==> src/rtl/key_pkg.sv <==
// Shared types and defaults for the two-key button conditioner.
package key_pkg;

  typedef enum logic [2:0] {
    StIdle,
    StDebPress,
    StHeld,
    StLongHeld,
    StDebRel
  } key_state_e;

  // 10 ms and 1 s at 50 MHz.
  localparam int unsigned DebCyclesDefault  = 500000;
  localparam int unsigned LongCyclesDefault = 50000000;

  function automatic int unsigned cnt_width(int unsigned limit);
    return (limit > 1) ? $clog2(limit) : 1;
  endfunction

endpackage

==> src/rtl/key_conditioner_if.sv <==
// Conditioned key event bundle: level plus the three one-cycle event pulses.
interface key_conditioner_if #(
  parameter int unsigned N = 2
) ();

  logic [N-1:0] key_down;
  logic [N-1:0] key_press;
  logic [N-1:0] key_release;
  logic [N-1:0] key_long;

  modport master (output key_down, output key_press, output key_release, output key_long);
  modport slave  (input  key_down, input  key_press, input  key_release, input  key_long);

endinterface

==> src/rtl/key_channel.sv <==
// One key: 2-flop synchronizer, debounce/long-press FSM and saturating counters.
module key_channel
  import key_pkg::*;
#(
  parameter int unsigned DEB_CYCLES  = DebCyclesDefault,
  parameter int unsigned LONG_CYCLES = LongCyclesDefault
) (
  input  logic               clk,
  input  logic               rst_n,
  input  logic               key_n_i,
  key_conditioner_if.master  ev
);

  localparam int unsigned DebW  = cnt_width(DEB_CYCLES);
  localparam int unsigned HoldW = cnt_width(LONG_CYCLES);
  localparam logic [DebW-1:0]  DebLast  = DebW'(DEB_CYCLES - 1);
  localparam logic [HoldW-1:0] HoldLast = HoldW'(LONG_CYCLES - 1);

  logic             sync1_q, sync2_q;
  logic             raw_pressed;
  key_state_e       state_q, state_d;
  logic [DebW-1:0]  deb_q, deb_d;
  logic [HoldW-1:0] hold_q, hold_d;
  logic             long_flag_q, long_flag_d;
  logic             down_q, down_d;
  logic             press_q, press_d;
  logic             rel_q, rel_d;
  logic             lng_q, lng_d;

  assign raw_pressed = ~sync2_q;

  always_comb begin
    state_d     = state_q;
    deb_d       = deb_q;
    hold_d      = hold_q;
    long_flag_d = long_flag_q;
    down_d      = down_q;
    press_d     = 1'b0;
    rel_d       = 1'b0;
    lng_d       = 1'b0;
    unique case (state_q)
      StIdle: begin
        if (raw_pressed) begin
          state_d = StDebPress;
          deb_d   = '0;
        end
      end
      StDebPress: begin
        if (!raw_pressed) begin
          state_d = StIdle;
        end else if (deb_q == DebLast) begin
          state_d     = StHeld;
          press_d     = 1'b1;
          down_d      = 1'b1;
          hold_d      = '0;
          long_flag_d = 1'b0;
        end else begin
          deb_d = deb_q + 1'b1;
        end
      end
      StHeld: begin
        // Release wins over a coincident long-press terminal count.
        if (!raw_pressed) begin
          state_d = StDebRel;
          deb_d   = '0;
        end else if (hold_q == HoldLast) begin
          state_d     = StLongHeld;
          lng_d       = 1'b1;
          long_flag_d = 1'b1;
        end else begin
          hold_d = hold_q + 1'b1;
        end
      end
      StLongHeld: begin
        if (!raw_pressed) begin
          state_d = StDebRel;
          deb_d   = '0;
        end
      end
      StDebRel: begin
        if (raw_pressed) begin
          state_d = long_flag_q ? StLongHeld : StHeld;
        end else if (deb_q == DebLast) begin
          state_d = StIdle;
          rel_d   = 1'b1;
          down_d  = 1'b0;
        end else begin
          deb_d = deb_q + 1'b1;
        end
      end
      default: state_d = StIdle;
    endcase
  end

  always_ff @(posedge clk or negedge rst_n) begin
    if (!rst_n) begin
      sync1_q     <= 1'b1;
      sync2_q     <= 1'b1;
      state_q     <= StIdle;
      deb_q       <= '0;
      hold_q      <= '0;
      long_flag_q <= 1'b0;
      down_q      <= 1'b0;
      press_q     <= 1'b0;
      rel_q       <= 1'b0;
      lng_q       <= 1'b0;
    end else begin
      sync1_q     <= key_n_i;
      sync2_q     <= sync1_q;
      state_q     <= state_d;
      deb_q       <= deb_d;
      hold_q      <= hold_d;
      long_flag_q <= long_flag_d;
      down_q      <= down_d;
      press_q     <= press_d;
      rel_q       <= rel_d;
      lng_q       <= lng_d;
    end
  end

  assign ev.key_down    = down_q;
  assign ev.key_press   = press_q;
  assign ev.key_release = rel_q;
  assign ev.key_long    = lng_q;

endmodule

==> src/rtl/key_conditioner.sv <==
// Two independent debounced board buttons with press/release/long-press events.
module key_conditioner
  import key_pkg::*;
#(
  parameter int unsigned DEB_CYCLES  = DebCyclesDefault,
  parameter int unsigned LONG_CYCLES = LongCyclesDefault
) (
  input  logic       clk,
  input  logic       rst_n,
  input  logic       KEY0,
  input  logic       KEY1,
  output logic [1:0] key_down,
  output logic [1:0] key_press,
  output logic [1:0] key_release,
  output logic [1:0] key_long
);

  logic [1:0] keys_n;
  assign keys_n = {KEY1, KEY0};

  for (genvar g = 0; g < 2; g++) begin : g_ch
    key_conditioner_if #(.N(1)) ev_if ();

    key_channel #(
      .DEB_CYCLES (DEB_CYCLES),
      .LONG_CYCLES(LONG_CYCLES)
    ) u_ch (
      .clk    (clk),
      .rst_n  (rst_n),
      .key_n_i(keys_n[g]),
      .ev     (ev_if.master)
    );

    assign key_down[g]    = ev_if.key_down;
    assign key_press[g]   = ev_if.key_press;
    assign key_release[g] = ev_if.key_release;
    assign key_long[g]    = ev_if.key_long;
  end

endmodule

==> config.mk <==
export PLATFORM = sky130hd
export DESIGN_NAME = key_conditioner
export DESIGN_NICKNAME = d
export VERILOG_FILES = /design/src/rtl/key_pkg.sv /design/src/rtl/key_conditioner_if.sv /design/src/rtl/key_channel.sv /design/src/rtl/key_conditioner.sv
export SDC_FILE = /design/constraint.sdc
export NUM_CORES = 1
export LEC_CHECK = 0
export CAP_MARGIN = 20
export CELL_PAD_IN_SITES_DETAIL_PLACEMENT = 0
export CELL_PAD_IN_SITES_GLOBAL_PLACEMENT = 2
export CORE_MARGIN = 1
export CORE_UTILIZATION = 40
export CTS_BUF_LIST = sky130_fd_sc_hd__clkbuf_8
export DETAILED_ROUTE_END_ITERATION = 12
export MAX_ROUTING_LAYER = met4
export PLACE_DENSITY_LB_ADDON = 0.1
export SETUP_SLACK_MARGIN = 0.4
export SLEW_MARGIN = 20
export SYNTH_ARGS = -nofsm -noshare
export SYNTH_HDL_FRONTEND = slang
export SYNTH_HIERARCHICAL = 1
export SYNTH_SLANG_ARGS = --single-unit
==> constraint.sdc <==
create_clock -name clk -period 4.95 [get_ports clk]
set_input_delay 0.99 -clock clk [delete_from_list [all_inputs] [get_ports clk]]
set_output_delay 0.99 -clock clk [all_outputs]
set_load 0.01 [all_outputs]
==> results of run 1 <==
[metal layers]
layer  wire length, um  vias to the layer above
met3               552                       12
met2              7530                       98
met4               141                        0
met5                 0                        -
met1              7540                     2750
li1                  -                     2663
[sequential cells by signal (all words and copies together) (netlist names)]
register	cells
g_ch.u_ch/hold_q	52
g_ch.u_ch/deb_q	38
g_ch.u_ch/state_q	6
g_ch.u_ch/ev.key_down	2
g_ch.u_ch/ev.key_long	2
g_ch.u_ch/ev.key_press	2
g_ch.u_ch/ev.key_release	2
g_ch.u_ch/long_flag_q	2
g_ch.u_ch/sync1_q	2
g_ch.u_ch/sync2_q	2
[per-stage QoR]
| step | utilization, % | hold WS [ps] | cell area, sq um | cells | total power, mW |
|---|---|---|---|---|---|
| final | 44.0 | 369 | 6770 | 913 | 1.58 |
| after global routing | 44.0 | 378 | 6770 | 913 | 1.66 |
| after CTS | 44.0 | 374 | 6760 | 913 | 1.61 |
| after detailed placement | 42.7 | 356 | 6560 | 897 | 1.03 |
| after global placement | 42.7 | 350 | 6560 | 897 | 1.03 |
| after floorplan | - | 345 | 6390 | 717 | 0.990 |
[worst max-delay path: stages, from the launching register on]
cell	delay (ps)
sky130_fd_sc_hd__dfrtp_1	490
sky130_fd_sc_hd__or4_1	540
sky130_fd_sc_hd__or4_1	560
sky130_fd_sc_hd__o21ai_1	370
sky130_fd_sc_hd__buf_4	300
sky130_fd_sc_hd__and2_4	280
sky130_fd_sc_hd__o32ai_2	110
[final timing paths]
kind                            slack (ps)                                start                                  end
worst min-delay path                   370       g_ch[0].u_ch/sync1_q$_DFF_PN1_       g_ch[0].u_ch/sync2_q$_DFF_PN1_
worst max-delay path                  2180  g_ch[1].u_ch/hold_q[11]$_DFFE_PN0P_   g_ch[1].u_ch/hold_q[9]$_DFFE_PN0P_
worst min register to register         370       g_ch[0].u_ch/sync1_q$_DFF_PN1_       g_ch[0].u_ch/sync2_q$_DFF_PN1_
max in group asynchronous             3440                                rst_n  g_ch[0].u_ch/hold_q[22]$_DFFE_PN0P_
min in group asynchronous              530                                rst_n   g_ch[0].u_ch/deb_q[17]$_DFFE_PN0P_
worst max register to register        2180  g_ch[1].u_ch/hold_q[11]$_DFFE_PN0P_   g_ch[1].u_ch/hold_q[9]$_DFFE_PN0P_
[area by class of cell]
class,instances,area [sq um],share of cell area (%)
sequential,110,2760,40.7
clock buffer,10,138,2.03
clock inverter,6,61.3,0.906
timing repair buffer,16,145,2.14
tap,211,264,3.90
inverter,18,67.6,0.998
multi-input combinational,542,3330,49.3
[power by group]
group	leakage [nW]	total [mW]	internal, mW	switching [mW]
clock network	0.102	0.568	0.246	0.322
registers	1.52	0.929	0.911	0.0176
logic	1.05	0.0828	0.0220	0.0609
total	2.67	1.58	1.18	0.400
[cells by family (layout without fill, tap and decap cells)]
kind of cell	after synthesis	in the layout	share of synthesized area, %
AO/OA/AOI/OAI	175	175	19.2
XOR/XNOR	9	9	1.23
adder cells (fa/ha/maj)	4	4	0.783
buffers and inverters	65	50	4.90
flip-flops	110	110	43.2
multiplexers	2	2	0.333
AND/OR/NAND/NOR	352	352	30.4
[cells in the mapped netlist, types with 3 or more instances]
cell                          n
sky130_fd_sc_hd__xnor2_1      3
sky130_fd_sc_hd__nor3b_1      5
sky130_fd_sc_hd__buf_2       10
sky130_fd_sc_hd__o41ai_1      8
sky130_fd_sc_hd__or4_4        3
sky130_fd_sc_hd__a21boi_0     3
sky130_fd_sc_hd__o21a_1       8
sky130_fd_sc_hd__nor4_1      21
sky130_fd_sc_hd__nand4b_1     6
sky130_fd_sc_hd__inv_1       18
sky130_fd_sc_hd__o31ai_1     14
sky130_fd_sc_hd__a21o_1       7
sky130_fd_sc_hd__a211o_1     13
sky130_fd_sc_hd__buf_4        9
sky130_fd_sc_hd__and4_1       4
sky130_fd_sc_hd__nor2b_1      6
sky130_fd_sc_hd__a21oi_1     20
sky130_fd_sc_hd__buf_6        3
sky130_fd_sc_hd__xor2_1       6
sky130_fd_sc_hd__o211ai_1     5
sky130_fd_sc_hd__nor2_1      39
sky130_fd_sc_hd__or3_1       15
sky130_fd_sc_hd__nand4_1     22
sky130_fd_sc_hd__ha_1         4
sky130_fd_sc_hd__and3_1      19
sky130_fd_sc_hd__nand2b_1     7
sky130_fd_sc_hd__o21ai_0     41
sky130_fd_sc_hd__dfstp_2      4
sky130_fd_sc_hd__a211oi_1     6
sky130_fd_sc_hd__a2bb2oi_1    3
sky130_fd_sc_hd__o22a_1      11
sky130_fd_sc_hd__nand2_1     75
sky130_fd_sc_hd__or4_1       16
sky130_fd_sc_hd__dfrtp_1    106
sky130_fd_sc_hd__a31oi_1     14
sky130_fd_sc_hd__clkbuf_1    23
sky130_fd_sc_hd__nor3_1      32
sky130_fd_sc_hd__and2_1       5
sky130_fd_sc_hd__nand3_1     51
sky130_fd_sc_hd__nor4b_1      6
sky130_fd_sc_hd__or2_2        9
==> results.md, run 1 <==
- The post-synthesis net count is 725.
- The diode insertion count for antenna repair is 0.
- Counting the buffers created by CTS gives 9.
- The required time of the worst setup path is 5230 ps.
- The worst-margin pin slew is 1040 ps.
- Global routing used 3.95% of the available met3 tracks.
- By area the synthesized netlist is led by sky130_fd_sc_hd__dfrtp_1, sky130_fd_sc_hd__nand2_1, sky130_fd_sc_hd__nand3_1.
- The initial antenna violation count is 0.
- The main flop type after synthesis is sky130_fd_sc_hd__dfrtp_1.
- met2 is the most crowded layer.
- The register clock-pin slew on the reported worst setup and hold paths is 110 ps.
- The global-route met2 utilization is 33.9%.
- In the final layout, the share of cells above drive strength 1 is 7.12%.
- Power spread over the standard cell area amounts to 233 mW/mm^2.
- The highest attainable clock frequency is 361 MHz.
- In the final timing run, aggregate negative setup slack is 0 ps.
- Wires add up to 15,800 um.
- The root buffer cell is sky130_fd_sc_hd__clkbuf_8.
- The fill cell total of the finished layout is 1,541.
- VDD sags by at most 0.164 mV.
- The final weighted congestion of routability-driven global placement is 0.842.
- In this run the horizontal extent of the chip is 128 um.
- The analysis attributes to cell leakage a power of 2.67 nW.
- The final count of hold timing violations was 0.
- The worst setup path is captured at a register.
- The detail route stage leaves a number of antenna-violating nets equal to 0.
- The tool flagged a number of max-cap violations equal to 0.
- The insertion delay to the later sink of the worst-skew pair is 390 ps.
- The via count of the first global-routing pass is 5,364.
- TritonCTS built the clock tree.
- The global-route wire length before repair is 27,200 um.
- The detailed router placed 5,523 vias in this run.
- The worst clock skew is 9.50 ps.
- The flow ran to the end, and the final reports show no timing, DRC or antenna violations.
- The hold buffer count at CTS is 0.
- After synthesis the netlist holds a flip-flop and latch count of 110.
- The number of violations reported at the end of detailed-routing iteration 0 is 419.
- The placed wire-length estimate after detailed placement is 10,500 um.
- STA classifies the critical path startpoint as a register.
- At the worst endpoint, the arrival time is 3050 ps.
- The Yosys step of the flow raised 6 warnings.
- The type of the tightest min-delay check is register to register.
- The clock tree buffer depth is 2.
- The H-tree depth is 3.
- Setup slack on the critical path of the routed design comes to 2180 ps.
- The worst pin sits at a relative slew slack of 30.6%.
- The number of different library cells used by synthesis comes to 72.
- The worst register-to-register path has a depth of 6.
- The gate count after technology mapping is 717.
- The final cycle utilization of the critical path is 55.9%.
- Setup repair after global routing left no endpoint under its margin.
- After synthesis, the share of flip-flops with an asynchronous set or reset is 100%.
- The cell row count is 45.
- The global-route usage over all layers is 21.3%.
- The maximum number of pins on one net before global-route repair is 48.
- The global routing usage on met1 is 28.0%.
- Summing the sequential cell areas from Yosys gives 43.2% of the chip area.
- For this configuration, the core starts out at a cell density of 41.6%.
- The boundary pin count is 12.
- The quantity of gates resized following cts is 0.
- The total count of max-transition violations in the final report came to 0.
- The net count reported at finish is 705.
- In this run the vertical extent of the chip is 128 um.
- The cell area that synthesis handed to floorplanning was 0.00639 sq mm.
- sky130_fd_sc_hd__dfrtp_1 takes more of the synthesized area than any other cell.
- Along the worst path, the maximum fanout reaches 17.
- The average instance area after synthesis is 8.91 sq um.
- Counting every sink on the clock net gives 110.
- The top cell types in the final layout, fill and taps aside, are sky130_fd_sc_hd__dfrtp_1, sky130_fd_sc_hd__nand2_1, sky130_fd_sc_hd__nand3_1.
- The count of endpoints failing setup in the final report is 0.
- The critical path class is register to register.
- After detailed routing, the number of vias per cell comes to 6.05.
- Along the worst hold path, the cell count comes to 0.
- At the placement stage, the worst setup path has a slack of 2200 ps.
- After detailed routing, the number of remaining DRC violations is 0.
- Buffers placed on the I/O ports in this run total 11.
- The first detailed-routing pass ran for 4 iterations.
- The post-CTS setup buffer count is 0.
- The number of enable-type register cells in the synthesized netlist is 0.
- The remaining global-route overflow is 0.
- The most common cell after layout, fill and taps aside is sky130_fd_sc_hd__dfrtp_1.
- The top cell type by area accounts for 41.5% of the synthesized area.
- The final critical delay including setup and external delays is 2770 ps.
- After detailed routing, the average wire length per cell comes to 17.3 um.
- Relative to the synthesized area, the layout overhead comes to 5.93%.
- The die covers 0.0165 sq mm.
- The total area inside the core boundary comes to 0.0154 sq mm.
No activity file was read; power rests on OpenSTA's default activity.
==> run 2: changes to the inputs <==
--- a/config.mk
+++ b/config.mk
@@ -9,7 +9,7 @@
 export CELL_PAD_IN_SITES_DETAIL_PLACEMENT = 0
 export CELL_PAD_IN_SITES_GLOBAL_PLACEMENT = 2
 export CORE_MARGIN = 1
-export CORE_UTILIZATION = 40
+export CORE_UTILIZATION = 37
 export CTS_BUF_LIST = sky130_fd_sc_hd__clkbuf_8
 export DETAILED_ROUTE_END_ITERATION = 12
 export MAX_ROUTING_LAYER = met4
==> constraint.sdc (replaced) <==
create_clock -name clk -period 2.4 [get_ports clk]
set_input_delay 0.48 -clock clk [delete_from_list [all_inputs] [get_ports clk]]
set_output_delay 0.48 -clock clk [all_outputs]
set_load 0.01 [all_outputs]
==> results.md, run 2 (synthesized netlist as in run 1, its figures left out) <==
- Run status: finished, final reports clean (unchanged).
- The data arrival time of the critical path came to 2490 ps (was 3050 ps).
- The critical path buffer and inverter count came to 1 (unchanged).
- The maximum number of pins on one net before global-route repair was 34 (was 48).
- The largest stage delay on the critical path came to 520 ps (was 560 ps).
- The final weighted congestion of routability-driven global placement is 0.819 (was 0.842).
- The kind of end point of the critical path is a register (unchanged).
- The highest-delay cell along the critical path is sky130_fd_sc_hd__or4_4 (was sky130_fd_sc_hd__or4_1).
- The number of placed instances, taps included was 957 (was 897).
- The number of cells on the worst reg-to-reg path is 6 (unchanged).
- The worst-margin pin slew came to 491 ps (was 1040 ps).
- The area used by multi-input combinational logic is 0.00399 sq mm (was 0.00333 sq mm).
- The total number of vias is 5,993 (was 5,523).
- The starting density of the core is 38.3% (was 41.6%).
- The final critical delay including setup and external delays is 2190 ps (was 2770 ps).
- The total clock buffers created by CTS is 9 (unchanged).
- The remaining global-route overflow is 0 (unchanged).
- The placed wire-length estimate after detailed placement is 11,500 um (was 10,500 um).
- The CTS tree is done (unchanged).
- The flip-flop and latch area is 0.00278 sq mm (was 0.00276 sq mm).
- The final cell count without fillers was 1,041 (was 913).
- The first-pass iteration count of the detailed router came to 4 (unchanged).
- The growth of design area from synthesis to finish came to 33.8% (was 5.93%).
- The total negative slack for setup checks was 0 ps (unchanged).
- The detailed-route vias per instance is 5.76 (was 6.05).
- The proportion of layout cells with a drive suffix above 1 was 33.6% (was 7.12%).
- The final count of hold timing violations is 0 (unchanged).
- The reg-to-reg setup timing slack was 210 ps (was 2180 ps).
- The required time of the worst setup path came to 2690 ps (was 5230 ps).
- The capturing point of the worst reg2reg path is g_ch[1].u_ch/hold_q[2]$_DFFE_PN0P_ (was g_ch[1].u_ch/hold_q[9]$_DFFE_PN0P_).
- The number of buffers inserted by port buffering came to 11 (unchanged).
- The horizontal extent of the die is 133 um (was 128 um).
- The worst reg2reg path startpoint is g_ch[1].u_ch/hold_q[7]$_DFFE_PN0P_ (was g_ch[1].u_ch/hold_q[11]$_DFFE_PN0P_).
- The clock tree buffer depth came to 2 (unchanged).
- The most common cell type on the critical path is sky130_fd_sc_hd__or4_4 (was sky130_fd_sc_hd__or4_1).
- The root buffer cell is sky130_fd_sc_hd__clkbuf_8 (unchanged).
- The final wirelength is 18,300 um (was 15,800 um).
- The power density over the cells is 383 mW/mm^2 (was 233 mW/mm^2).
- Commonest non-fill, non-tap cells in the layout: sky130_fd_sc_hd__dfrtp_1, sky130_fd_sc_hd__buf_4, sky130_fd_sc_hd__nand2_1 (was sky130_fd_sc_hd__dfrtp_1, sky130_fd_sc_hd__nand2_1, sky130_fd_sc_hd__nand3_1).
- The number of design rule violations left after detail routing is 0 (unchanged).
- The critical path class is register to register (unchanged).
- The count of endpoints failing setup in the final report is 0 (unchanged).
- The fill cell total of the finished layout is 1,570 (was 1,541).
- The H-tree depth came to 3 (unchanged).
- The total leakage power is 3.43 nW (was 2.67 nW).
- The final hold slack is 35.5 ps (was 369 ps).
- The diode insertion count for antenna repair is 0 (unchanged).
- Largest registers: g_ch.u_ch/hold_q: 52 flops, g_ch.u_ch/deb_q: 38 flops, g_ch.u_ch/state_q: 6 flops (unchanged).
- The final cycle utilization of the critical path is 91.4% (was 55.9%).
- The number of maximum-capacitance violations came to 0 (unchanged).
- The most common cell after layout, fill and taps aside was sky130_fd_sc_hd__dfrtp_1 (unchanged).
- The global-route wire length before repair came to 29,600 um (was 27,200 um).
- The number of flip-flops under the largest register name is 52 (unchanged).
- The cell row count is 47 (was 45).
- The largest fanout on the critical path was 6 (was 17).
- The antenna violation net count after detailed routing came to 0 (unchanged).
- The register clock-pin slew on the reported worst setup and hold paths was 110 ps (about the same).
- The area enclosed by the die boundary is 0.0178 sq mm (was 0.0165 sq mm).
- The core area is 0.0167 sq mm (was 0.0154 sq mm).
- Crit-path cells: or4_4, or4_4, o21ai_4, buf_6, nor3b_2, a211o_1 (was or4_1, or4_1, o21ai_1, buf_4, and2_4, o32ai_2).
- The element type at the critical path start is a register (unchanged).
- The die span in y is 133 um (was 128 um).
- The clock net sink count is 110 (unchanged).
- The initial antenna violation count is 0 (unchanged).
- The type of the tightest min-delay check is input pin to asynchronous set/reset pin (was register to register).
- The global-route usage over all layers is 21.5% (was 21.3%).
- The number of violations reported at the end of detailed-routing iteration 0 is 341 (was 419).
- The net count reported at finish is 824 (was 705).
- The worst clock skew is 17.1 ps (was 9.50 ps).
- Setup repair after global routing missed its margin: yes (was no).
- The family with the most delay on the worst path is simple AND/OR/NAND/NOR gates (unchanged).
- The total count of max-transition violations in the final report came to 0 (unchanged).
- The maximum resistive drop on vdd came to 0.274 mV (was 0.164 mV).
- The highest attainable clock frequency was 456 MHz (was 361 MHz).
- The register with the most flip-flops is g_ch.u_ch/hold_q (unchanged).
- The average routed wire per standard cell is 17.6 um (was 17.3 um).
- The worst slew slack as a fraction of its limit is 67.2% (was 30.6%).
- The boundary pin count is 12 (unchanged).
- The via count of the first global-routing pass is 5,845 (was 5,364).
- The insertion delay to the later sink of the worst-skew pair is 390 ps (about the same).
- The hold buffer count at CTS came to 0 (unchanged).
run 2: changes by cell type in the layout (fill, tap and decap cells not counted), sizes merged:
cell | previous run | this run
clkbuf | 10 | 11
bufinv | 1 | 0
clkinvlp | 1 | 0
and2 | 6 | 7
buf | 6 | 122
or4 | 19 | 20
inv | 18 | 20
run 2: power breakdown:
group	switching, mW	total, mW	leakage, nW	internal, mW
sequential	0.0414	1.92	1.49	1.88
combinational	0.168	0.291	1.84	0.123
clock	0.661	1.06	0.0984	0.397
run 2: how the worst max path moves through the flow:
stage | to | cells after the start | slack (ps) | startpoint
after floorplan | g_ch[1].u_ch/hold_q[7]$_DFFE_PN0P_ | 9 | -180 | g_ch[1].u_ch/deb_q[0]$_DFFE_PN0P_
after global placement | g_ch[1].u_ch/hold_q[13]$_DFFE_PN0P_ | 6 | 60 | g_ch[1].u_ch/deb_q[1]$_DFFE_PN0P_
after detailed placement | g_ch[1].u_ch/hold_q[25]$_DFFE_PN0P_ | 6 | 40 | g_ch[1].u_ch/deb_q[0]$_DFFE_PN0P_
after CTS | g_ch[1].u_ch/hold_q[13]$_DFFE_PN0P_ | 6 | 190 | g_ch[1].u_ch/deb_q[0]$_DFFE_PN0P_
after global routing | g_ch[0].u_ch/hold_q[21]$_DFFE_PN0P_ | 9 | 120 | g_ch[0].u_ch/hold_q[0]$_DFFE_PN0P_
final | g_ch[1].u_ch/hold_q[2]$_DFFE_PN0P_ | 6 | 210 | g_ch[1].u_ch/hold_q[7]$_DFFE_PN0P_
run 2: what timing repair did:
item,4_1_cts,5_1_grt
setup endpoints to repair,72,85
gates resized for setup,96,80
cloned,8,2
setup buffers,38,20
pin swaps,36,46
run 2: per-stage QoR:
step                      util (%)  worst slack (ps)  power (mW)  cell area, sq um
after floorplan                  -              -176        2.05              6500
after global placement        42.3              59.1        2.17              7060
after detailed placement      42.3              44.9        2.17              7060
after CTS                     47.9               192        3.27              8000
after global routing          51.2               120        3.43              8550
final                         51.2               207        3.27              8550
run 2: per-layer routing:
metal / track usage (%) / routed length [um] / share of wire, %
met5: - / 0 / 0
met1: 27.0 / 8470 / 46
met4: 4.80 / 156 / 0.85
met2: 35.9 / 9160 / 50
met3: 3.77 / 523 / 2.9
run 2: cell type report:
| cell class | instances | share of cell area [%] |
|---|---|---|
| Sequential cell | 110 | 32.5 |
| Clock buffer | 10 | 1.61 |
| Multi-Input combinational cell | 544 | 46.7 |
| Tap cell | 220 | 3.22 |
| Inverter | 18 | 0.791 |
| Timing Repair Buffer | 133 | 14.8 |
| Clock inverter | 6 | 0.366 |
==> run 3: changes to the inputs <==
--- a/config.mk
+++ b/config.mk
@@ -15,7 +15,6 @@
 export MAX_ROUTING_LAYER = met4
 export PLACE_DENSITY_LB_ADDON = 0.1
 export SETUP_SLACK_MARGIN = 0.4
-export SLEW_MARGIN = 20
 export SYNTH_ARGS = -nofsm -noshare
 export SYNTH_HDL_FRONTEND = slang
 export SYNTH_HIERARCHICAL = 1
==> results of run 3 <==
No change in the layout: final DEF, timing and power equal those of run 2.
